--- src/rtl/riscv_definitions_pkg.sv ---
// riscv_definitions: shared instruction-bus types and constants
// Contents:
//   dataBus_t - 32-bit instruction/data word
//   NOP_INSTR - canonical RISC-V NOP (addi x0, x0, 0)
package riscv_definitions;

    typedef logic [31:0] dataBus_t;

    localparam dataBus_t NOP_INSTR = 32'h0000_0013;

endpackage

--- src/rtl/imem_array.sv ---
// imem_array: DEPTH x 32 storage with one synchronous write and one synchronous read port
// Ports:
//   clk     - clock
//   we_i    - write strobe
//   widx_i  - write word index
//   wdata_i - write word
//   re_i    - read strobe, captures mem[ridx_i] into rdata_o
//   ridx_i  - read word index
//   rdata_o - registered read word (read-before-write on a shared index)
import riscv_definitions::*;

module imem_array #(
    parameter int DEPTH = 64
) (
    input  logic                     clk,
    input  logic                     we_i,
    input  logic [$clog2(DEPTH)-1:0] widx_i,
    input  dataBus_t                 wdata_i,
    input  logic                     re_i,
    input  logic [$clog2(DEPTH)-1:0] ridx_i,
    output dataBus_t                 rdata_o
);

    dataBus_t mem_q [DEPTH];
    dataBus_t rdata_q;

    assign rdata_o = rdata_q;

    always_ff @(posedge clk) begin
        if (we_i) mem_q[widx_i] <= wdata_i;
        if (re_i) rdata_q <= mem_q[ridx_i];
    end

endmodule

--- config.mk ---
export PLATFORM = sky130hd
export DESIGN_NAME = imem_array
export DESIGN_NICKNAME = d
export VERILOG_FILES = /design/src/rtl/riscv_definitions_pkg.sv /design/src/rtl/imem_array.sv
export SDC_FILE = /design/constraint.sdc
export NUM_CORES = 2
export LEC_CHECK = 0
export CAP_MARGIN = 20
export CORE_UTILIZATION = 25
export CTS_CLUSTER_DIAMETER = 150
export DETAILED_ROUTE_END_ITERATION = 6
export HOLD_SLACK_MARGIN = 0.03
export PLACE_DENSITY = 0.44
export RECOVER_POWER = 50
export SYNTH_ARGS = -nofsm -noshare
export SYNTH_HDL_FRONTEND = slang
export SYNTH_SLANG_ARGS = --single-unit
--- constraint.sdc ---
create_clock -name clk -period 5.6 [get_ports clk]
set_clock_uncertainty 0.2 [all_clocks]
set_input_delay 0.84 -clock clk [delete_from_list [all_inputs] [get_ports clk]]
set_output_delay 0.84 -clock clk [all_outputs]
set_load 0.05 [all_outputs]
==> results.ini <==
[die]
die_h_um=563.6
row_count=205
initial_utilization=0.2521
core_sq_um=312700
die_area_sq_um=317600
io_pins=79
die_w_um=563.6

[routing]
avgViaCountPerCell=4.533
finalWirelength_um=225500
wl_per_cell_um=28.40
final_antenna_net_count=0
dr.pass1.iters=7
drc=1
drtIter0Drc=3387
vias=35990

[worst_setup_path]
rrSetupSlack_ns=2.81
crit_arrival_ns=4.83
reg2reg_from=mem_q[14][28]
worstSetupEndpointType=register
path_class=input pin to register
worstSetupStartpoint=widx_i[4]
startpoint_type=input pin
worstPathRequired_ns=5.78
worstPathMaxFanout=32

[sta]
grt_setup_unrepaired=false
hold_viol=0
max_freq_ghz=0.2151
setup-tns-final_ns=0
drv_slew=2148
setup-violations-final=0
tightestPinTransition_ns=3.951
fin_crit_sh=0.8302
finalCriticalPeriod_ns=4.649
slew_headroom=-1.634

[layout]
final_nets=3659
multi_input_area_sq_um=15980
finalCoreUtilization=0.2964
synthToLayoutAreaGrowth_pct=17.54
fill_cells=30090
regArea_sq_um=62460
layout-drive-gt1-share=0.2824

[hold_path]
min_from=ridx_i[3]
hp-class=input pin to register

[global_route]
grt_usage=0.1414
grt_max_degree=71
antenna_found_initial=18
grt_pass1_wl_um=314300
grt-ovfl-total=0
grt_pass1_vias=37840

[clock_tree]
postCtsHoldBufs=0
cts-resized-gates=0
post-cts-setup-buffer-count=0
clockBufferDepth=3
cts_tree=done
clk_latency_ns=0.87
cts.clk_slew.worst_paths_ns=0.06
clock_sinks=2080
htree_levels=4
cts_buffers=220
cts_root_buf=clkbuf_16

[synth]
ys_ff_latch=2080
synth.largest_area_cell=edfxtp_1
synth_edf_count=2080
ys_seq_area_frac=0.7923
synth_cell_types=33
ys.flop_type=edfxtp_1
synth_area_leaders=edfxtp_1 79%, mux4_2 16%, mux2i_1 1.2%, o22ai_1 0.67%, nor2_1 0.65%
syn_nets=3371
synth_top_area_share=0.7923
yosys-top-cells-count=2,080 x edfxtp_1, 544 x mux4_2, 137 x nor2_1
synth_cells=3324
synth.most_common_cell=edfxtp_1
synthArstFlopShare=0
avgSynthCellArea_sq_um=23.72
yosys_warnings=0
syn_area_sq_um=78840

[flow_run]
cap_violations=35

[placement]
place.gp.congestion=0.7456
hpwl_um=131200
io_buffer_count=78

[power_and_ir_drop]
sequentialPowerShare=0.525
powerDensity_nw_per_um2=357.4
switching_share=0.2200
leakage_nw=27.91
p_int_w=0.02584
p_comb_frac=0.053
switchingPower_w=0.007285
p_clk_frac=0.422
ir_drop_v=0.0002416

[outcome]
status=finished, violations left
violations=DRC, capacitance limit, slew limit

[worst max-delay path, stage by stage]
cell and delay [ns]:
dlygate4sd3_1 0.77, nand3b_1 0.25, clkbuf_1 0.43, nor2_4 0.20, clkbuf_1 2.28
[path summary, 6_finish.rpt]
path,end,depth (start not counted)
worst max register to register,rdata_o[28],5
worst max-delay path,mem_q[47][31],5
worst min-delay path,rdata_o[20],3
worst min register to register,rdata_o[20],4
[cell type report]
type	instances	share of cell area
Timing Repair Buffer	248	0.02386
Clock buffer	284	0.06246
Clock inverter	122	0.01119
Antenna cell	4	0.0001080
Sequential cell	2080	0.6741
Tap cell	4140	0.05590
Multi-Input combinational cell	1062	0.1724
[flip-flops by register name (all words and copies together), names as in the netlist]
register	cells
rdata_o	32
mem_q	2048
[cells in the final DEF, fill, tap and decap left out, drive strengths merged, types with 7 or more instances in the layout]
cell type and instances:
a21oi 62, bufinv 14, mux4 544, buf 172, nor3 7, clkbuf 320, a22oi 12, nor2 137
nor2b 15, clkinv 95, nand2 26, o221ai 27, o22ai 84, clkdlybuf4s50 39, edfxtp 2080, inv 9
a311oi 8, mux2i 93, nand2b 8
[metal layers]
metal / vias to the layer above / global-route usage / routed length (um)
li1: 14930 / - / -
met3: 276 / 0.02019 / 9042
met1: 19940 / 0.1884 / 98440
met2: 844 / 0.2432 / 113600
met4: 6 / 0.03240 / 4420
met5: - / 0 / 41
[per-stage QoR]
step / cell area (sq um) / std cells / power, W / setup WS (ns) / hold slack (ns)
2_1_floorplan: 78840 / 3324 / 0.01855 / 1.400 / 0.5502
3_3_place_gp: 85860 / 7526 / 0.01950 / 0.4412 / 0.6449
3_5_place_dp: 85930 / 7529 / 0.01952 / 0.5834 / 0.6746
4_1_cts: 92760 / 7935 / 0.03350 / 1.537 / 0.3316
5_1_grt: 92660 / 7937 / 0.03410 / 0.8472 / 0.5901
6_report: 92660 / 7940 / 0.03312 / 0.9508 / 0.5535
[kinds of logic (layout without fill, tap and decap cells)]
group / Yosys count / count (layout) / share of synthesized area
compound gates: 202 / 202 / 0.01666
buf+inv: 182 / 654 / 0.01124
flops: 2080 / 2080 / 0.7923
mux: 637 / 637 / 0.1672
other cells: 0 / 4 / 0
simple gates: 223 / 223 / 0.01260
[power groups by stage]
stage          clock network, W  registers, W  logic, W
3_5_place_dp                  0        0.0177   0.00183
4_1_cts                  0.0143        0.0174   0.00183
3_3_place_gp                  0        0.0177   0.00182
2_1_floorplan                 0        0.0177  0.000839
5_1_grt                  0.0148        0.0174   0.00187
6_report                 0.0140        0.0174   0.00176
Power figures use the tool's default switching activity.
